==> config.mk <==
export PLATFORM = sky130hd
export DESIGN_NAME = led_matrix_scanner
export DESIGN_NICKNAME = d
export VERILOG_FILES = /design/src/rtl/led_matrix_scanner.sv
export SDC_FILE = /design/constraint.sdc
export NUM_CORES = 2
export LEC_CHECK = 0
export CAP_MARGIN = 5
export CORE_MARGIN = 3
export CORE_UTILIZATION = 47
export DETAILED_ROUTE_END_ITERATION = 8
export HOLD_SLACK_MARGIN = 0.08
export MAX_ROUTING_LAYER = met4
export PLACE_DENSITY_LB_ADDON = 0.08
export SLEW_MARGIN = 0
export SYNTH_ARGS = -nofsm -noshare
export SYNTH_HDL_FRONTEND = slang
export SYNTH_SLANG_ARGS = --single-unit
==> constraint.sdc <==
create_clock -name clock -period 22.3 [get_ports clock]
set_input_delay 6.69 -clock clock [delete_from_list [all_inputs] [get_ports clock]]
set_output_delay 6.69 -clock clock [all_outputs]
set_load 0.01 [all_outputs]
==> src/rtl/led_matrix_scanner.sv <==
// led_matrix_scanner: serial scan-out driver for a 16x16 red/green LED panel.
// Snapshots a whole frame at the start of row 0, then for each row shifts 16
// column bits per colour (column 15 first), latches them, selects the row and
// lights it for DWELL_CYCLES cycles.
//
// Ports:
//   clock       system clock, rising edge
//   RST         asynchronous active-high reset
//   enable      scanning permitted (sampled in IDLE and at end of DWELL)
//   RedPixels   red frame, [row][col], 1 = lit
//   GrnPixels   green frame, same layout
//   ser_clk     panel shift clock, panel samples on rising edge
//   ser_red     red serial column data
//   ser_grn     green serial column data
//   latch       one-cycle pulse transferring shift registers to column drivers
//   row_sel     active row index
//   oe_n        active-low panel output enable
//   frame_done  one-cycle pulse on the final lit cycle of row 15
module led_matrix_scanner #(
   parameter int unsigned CYCLES_PER_BIT = 1,
   parameter int unsigned DWELL_CYCLES   = 1000
) (
   input  logic              clock,
   input  logic              RST,
   input  logic              enable,
   input  logic [15:0][15:0] RedPixels,
   input  logic [15:0][15:0] GrnPixels,
   output logic              ser_clk,
   output logic              ser_red,
   output logic              ser_grn,
   output logic              latch,
   output logic [3:0]        row_sel,
   output logic              oe_n,
   output logic              frame_done
);

   localparam int unsigned PW = (CYCLES_PER_BIT > 1) ? $clog2(CYCLES_PER_BIT) : 1;
   localparam int unsigned DW = (DWELL_CYCLES > 1) ? $clog2(DWELL_CYCLES) : 1;
   localparam logic [PW-1:0] PHASE_LAST = PW'(CYCLES_PER_BIT - 1);
   localparam logic [DW-1:0] DWELL_LAST = DW'(DWELL_CYCLES - 1);

   typedef enum logic [2:0] {
      IDLE,
      LOAD,
      SHIFT,
      LATCH,
      DWELL
   } state_t;

   state_t            state_q, state_d;
   logic [15:0][15:0] red_buf_q, red_buf_d;
   logic [15:0][15:0] grn_buf_q, grn_buf_d;
   logic [15:0]       red_sr_q, red_sr_d;
   logic [15:0]       grn_sr_q, grn_sr_d;
   logic [3:0]        bit_q, bit_d;
   logic [PW-1:0]     phase_q, phase_d;
   logic              half_q, half_d;
   logic [DW-1:0]     dwell_q, dwell_d;
   logic [3:0]        row_q, row_d;

   logic              ser_clk_d, ser_red_d, ser_grn_d, latch_d, oe_n_d, frame_done_d;
   logic [3:0]        row_sel_d;

   // Next-state, counter and next-output logic
   always_comb begin
      state_d   = state_q;
      red_buf_d = red_buf_q;
      grn_buf_d = grn_buf_q;
      red_sr_d  = red_sr_q;
      grn_sr_d  = grn_sr_q;
      bit_d     = bit_q;
      phase_d   = phase_q;
      half_d    = half_q;
      dwell_d   = dwell_q;
      row_d     = row_q;

      case (state_q)
         IDLE: begin
            if (enable) begin
               state_d = LOAD;
               row_d   = '0;
            end
         end
         LOAD: begin
            // Row 0 takes the frame snapshot and loads its shifters straight
            // from the inputs, since the buffers update only at this edge.
            if (row_q == 4'd0) begin
               red_buf_d = RedPixels;
               grn_buf_d = GrnPixels;
               red_sr_d  = RedPixels[0];
               grn_sr_d  = GrnPixels[0];
            end else begin
               red_sr_d  = red_buf_q[row_q];
               grn_sr_d  = grn_buf_q[row_q];
            end
            bit_d   = '0;
            phase_d = '0;
            half_d  = 1'b0;
            state_d = SHIFT;
         end
         SHIFT: begin
            if (phase_q == PHASE_LAST) begin
               phase_d = '0;
               if (!half_q) begin
                  half_d = 1'b1;
               end else begin
                  half_d = 1'b0;
                  if (bit_q == 4'd15) begin
                     state_d = LATCH;
                  end else begin
                     bit_d    = bit_q + 4'd1;
                     red_sr_d = {red_sr_q[14:0], 1'b0};
                     grn_sr_d = {grn_sr_q[14:0], 1'b0};
                  end
               end
            end else begin
               phase_d = phase_q + PW'(1);
            end
         end
         LATCH: begin
            dwell_d = '0;
            state_d = DWELL;
         end
         DWELL: begin
            if (dwell_q == DWELL_LAST) begin
               if (enable) begin
                  row_d   = row_q + 4'd1;
                  state_d = LOAD;
               end else begin
                  row_d   = '0;
                  state_d = IDLE;
               end
            end else begin
               dwell_d = dwell_q + DW'(1);
            end
         end
         default: state_d = IDLE;
      endcase

      // Outputs are derived from the next state so they register in step with it
      ser_clk_d    = (state_d == SHIFT) && half_d;
      ser_red_d    = (state_d == SHIFT) && red_sr_d[15];
      ser_grn_d    = (state_d == SHIFT) && grn_sr_d[15];
      latch_d      = (state_d == LATCH);
      row_sel_d    = (state_d == LATCH) ? row_d : row_sel;
      oe_n_d       = (state_d != DWELL);
      frame_done_d = (state_d == DWELL) && (dwell_d == DWELL_LAST) && (row_d == 4'd15);
   end

   // State, datapath and output registers
   always_ff @(posedge clock or posedge RST) begin
      if (RST) begin
         state_q    <= IDLE;
         red_buf_q  <= '0;
         grn_buf_q  <= '0;
         red_sr_q   <= '0;
         grn_sr_q   <= '0;
         bit_q      <= '0;
         phase_q    <= '0;
         half_q     <= 1'b0;
         dwell_q    <= '0;
         row_q      <= '0;
         ser_clk    <= 1'b0;
         ser_red    <= 1'b0;
         ser_grn    <= 1'b0;
         latch      <= 1'b0;
         row_sel    <= '0;
         oe_n       <= 1'b1;
         frame_done <= 1'b0;
      end else begin
         state_q    <= state_d;
         red_buf_q  <= red_buf_d;
         grn_buf_q  <= grn_buf_d;
         red_sr_q   <= red_sr_d;
         grn_sr_q   <= grn_sr_d;
         bit_q      <= bit_d;
         phase_q    <= phase_d;
         half_q     <= half_d;
         dwell_q    <= dwell_d;
         row_q      <= row_d;
         ser_clk    <= ser_clk_d;
         ser_red    <= ser_red_d;
         ser_grn    <= ser_grn_d;
         latch      <= latch_d;
         row_sel    <= row_sel_d;
         oe_n       <= oe_n_d;
         frame_done <= frame_done_d;
      end
   end

endmodule
==> key figures <==
Status
  – Outcome: complete, no violations

Setup path
  – Worst setup EP type: async pin
  – Worst setup path category: in2async
  – Worst setup startpoint: RST
  – Data arrival, critical path: between 10 and 15 ns
  – CP endpoint: red_buf_q[219]
  – Critical path fanouts, max: 90
  – Reg-to-reg slack, setup: 18.46 ns
  – FF-to-FF Start: state_q[0]
  – Reg2reg path depth: 6
  – Crit Reg-Reg Endpoint: grn_buf_q[17]
  – Startpoint Class: input port
  – CP Data Required Time: 22.87 ns

Placed design
  – Placed cell count: roughly 4000
  – Placed Area: 31800 um^2
  – GP Congestion: 0.893
  – Dpl hpwl: between 50000 and 60000 um
  – Port Buffers: 524

STA
  – Worst-margin pin slew: between 1 and 1.5 ns
  – Fin. max-slew vios: 0
  – Slew headroom: 0.0182
  – RSZ-0062 raised after global routing: false
  – Final worst-path cycle share: 0.448
  – Clk_skew: about 0.016 ns
  – Endpoints failing hold: 0
  – Setup violations, final: 0
  – Final min period: 10.0 ns
  – Fmax: between 0.1 and 0.15 GHz
  – Setup_tns: 0 ns
  – Hold Slack: roughly 0.47 ns

Cells and area
  – Final cell count without fillers: a little over 4000
  – Nets: ~3800
  – Syn-to-layout area delta: 29.3%
  – Cell area after layout: 33800 um^2
  – Share of layout cells above drive strength 1: 0.0791

Synthesis
  – Ys flop type: dfrtp_1
  – EDFF count, synth: 0
  – #FFs+latches synth: ~580
  – Synth area leaders: dfrtp_1 55%, nand2_1 23%, mux4_2 9.5%
  – Synthesized netlist cell count: 2800
  – Synth top area share: 0.550
  – Post-Syn Nets: between 3000 and 4000
  – Syn_area_per_cell: 9.35 um^2
  – YS warnings: 0
  – Post-synthesis cell type count: between 50 and 60
  – Mapped cell area: between 20000 and 30000 um^2
  – Sequential area share after synthesis: 0.551
  – Area leader, netlist: dfrtp_1
  – FFs w/ async S/R, synth: 1.00

Global routing
  – GR Overflow Total: 0
  – Overall global routing resource usage: 0.294
  – Number of global-route vias before repair: 22200
  – Global-route wire length before repair: ~130000 um
  – Antenna violations before repair: 11
  – Largest net degree at the start of global routing: 253

Detailed routing
  – Drt drc: 0
  – Antenna Nets Post-Route: 0
  – Wire per inst: ~21 um
  – Final WL: around 84000 um
  – Drt pass-1 iters: 5
  – DR vias: between 20000 and 25000
  – Vias per cell: 5.32
  – 1st-iter DRT viols: around 1700

Clocking
  – TritonCTS clock tree: done
  – Skew-Pair Late Insertion Delay: approximately 0.63 ns
  – Root buf cell: clkbuf_16
  – PostCTS Resize Cnt: 0
  – Setup bufs post-CTS: 0
  – Num CTS Buffers: 61
  – H-tree Lvls: 2
  – Worst-path clk slew: roughly 0.06 ns
  – Clock Tree Buf Depth: 3
  – Hold buffers post-CTS: 0
  – Clk sink count: 576

Floorplanning
  – Num rows: 85
  – Num ports: around 530
  – DIE AREA: 58600 um^2
  – Die H: 242 um
  – Core area: approximately 54000 um^2
  – Chip Width: 242 um
  – Initial core utilization: 0.481

Min path
  – Hold_sp: grn_buf_q[22]
  – Worst Hold Class: reg2reg

Pwr
  – Leak: about 16 nW
  – Power density cells: around 120 nW/um^2
  – Worst vdd ir: slightly below 0.09 mV
  – Final Power: between 4 and 5 mW

Run
  – Max-cap viol count: 0
-- layout by cell type, fill, tap and decap left out, types with 17 or more instances in the layout --
cell	instances
a21oi_1	36
buf_4	18
clkbuf_16	63
clkdlybuf4s50_1	524
dfrtp_1	571
mux2i_1	66
mux4_2	110
nand2_1	1599
nor2_1	47
o21ai_0	21
o221ai_1	46
o22ai_1	17
-- cells in the mapped netlist (7+ instances only) --
cell type  instances
dfrtp_1          575
a21oi_1           36
o22ai_1           17
mux4_2           110
mux2i_1           66
o21ai_0           21
buf_4              9
nand3_1           10
clkbuf_1          85
o221ai_1          46
buf_6              7
nor2_1            49
nand2_1         1600
buf_1             12
buf_2             58
a31oi_1           16
-- worst max-delay path: stages --
cell and delay [ns]:
clkdlybuf4s50_1 0.45, clkinvlp_4 0.58, buf_4 0.89, buf_4 0.84, buf_4 0.99
-- layer usage --
| metal | global-route usage | share of wire | routed length [um] |
|---|---|---|---|
| met5 | - | 0 | 0 |
| met4 | 0.0999 | 0.032 | 2720 |
| met3 | 0.0463 | 0.059 | 4930 |
| met2 | 0.461 | 0.48 | 40200 |
| met1 | 0.395 | 0.43 | 35900 |
-- kinds of logic after synthesis --
family | count (synthesis) | share of synthesized area
mux | 182 | 0.122
compound gates | 155 | 0.0404
flops | 576 | 0.551
xor+xnor | 8 | 0.00268
buf+inv | 182 | 0.0330
fa+ha+maj | 4 | 0.00191
simple gates | 1693 | 0.249
-- registers in the layout, indices dropped and copies added, names as in the netlist --
| signal | flops |
|---|---|
| grn_buf_q | 256 |
| red_buf_q | 256 |
| grn_sr_q | 16 |
| red_sr_q | 16 |
| dwell_q | 10 |
| bit_q | 4 |
| row_q | 4 |
| row_sel | 4 |
| state_q | 3 |
| frame_done | 1 |
| half_q | 1 |
| latch | 1 |
| oe_n | 1 |
| ser_clk | 1 |
| ser_grn | 1 |
| ser_red | 1 |
-- worst min path at each step --
stage | cells after the start | slack [ns] | to
floorplan | 2 | 0.44 | grn_buf_q[111]
global placement | 2 | 0.45 | grn_buf_q[144]
detailed placement | 2 | 0.46 | red_buf_q[59]
CTS | 2 | 0.47 | red_buf_q[59]
global route | 2 | 0.48 | red_buf_q[172]
finish | 2 | 0.47 | grn_buf_q[22]
-- cell type report --
type                       instances  area (um^2)
antenna                           12         30.0
clock buffer                      92         1850
clock inverter                    21          186
fill                            4565        20600
inverter                           9         37.5
multi-input combinational       2042        10900
sequential                       576        14400
tap                              739          925
timing repair buffer             546         5460
-- per-stage QoR --
step | setup slack (ns) | utilization
after floorplan | 7.76 | -
after global placement | 11.56 | 0.583
after detailed placement | 11.46 | 0.583
after CTS | 12.13 | 0.621
after global routing | 11.64 | 0.621
final | 12.30 | 0.621
-- power breakdown --
group	switching [mW]	internal, mW	total [mW]
Sequential	0.272	1.55	1.82
Combinational	0.763	0.548	1.31
Clock	0.425	0.602	1.03
Note: power is estimated with default switching activity, not from simulation.
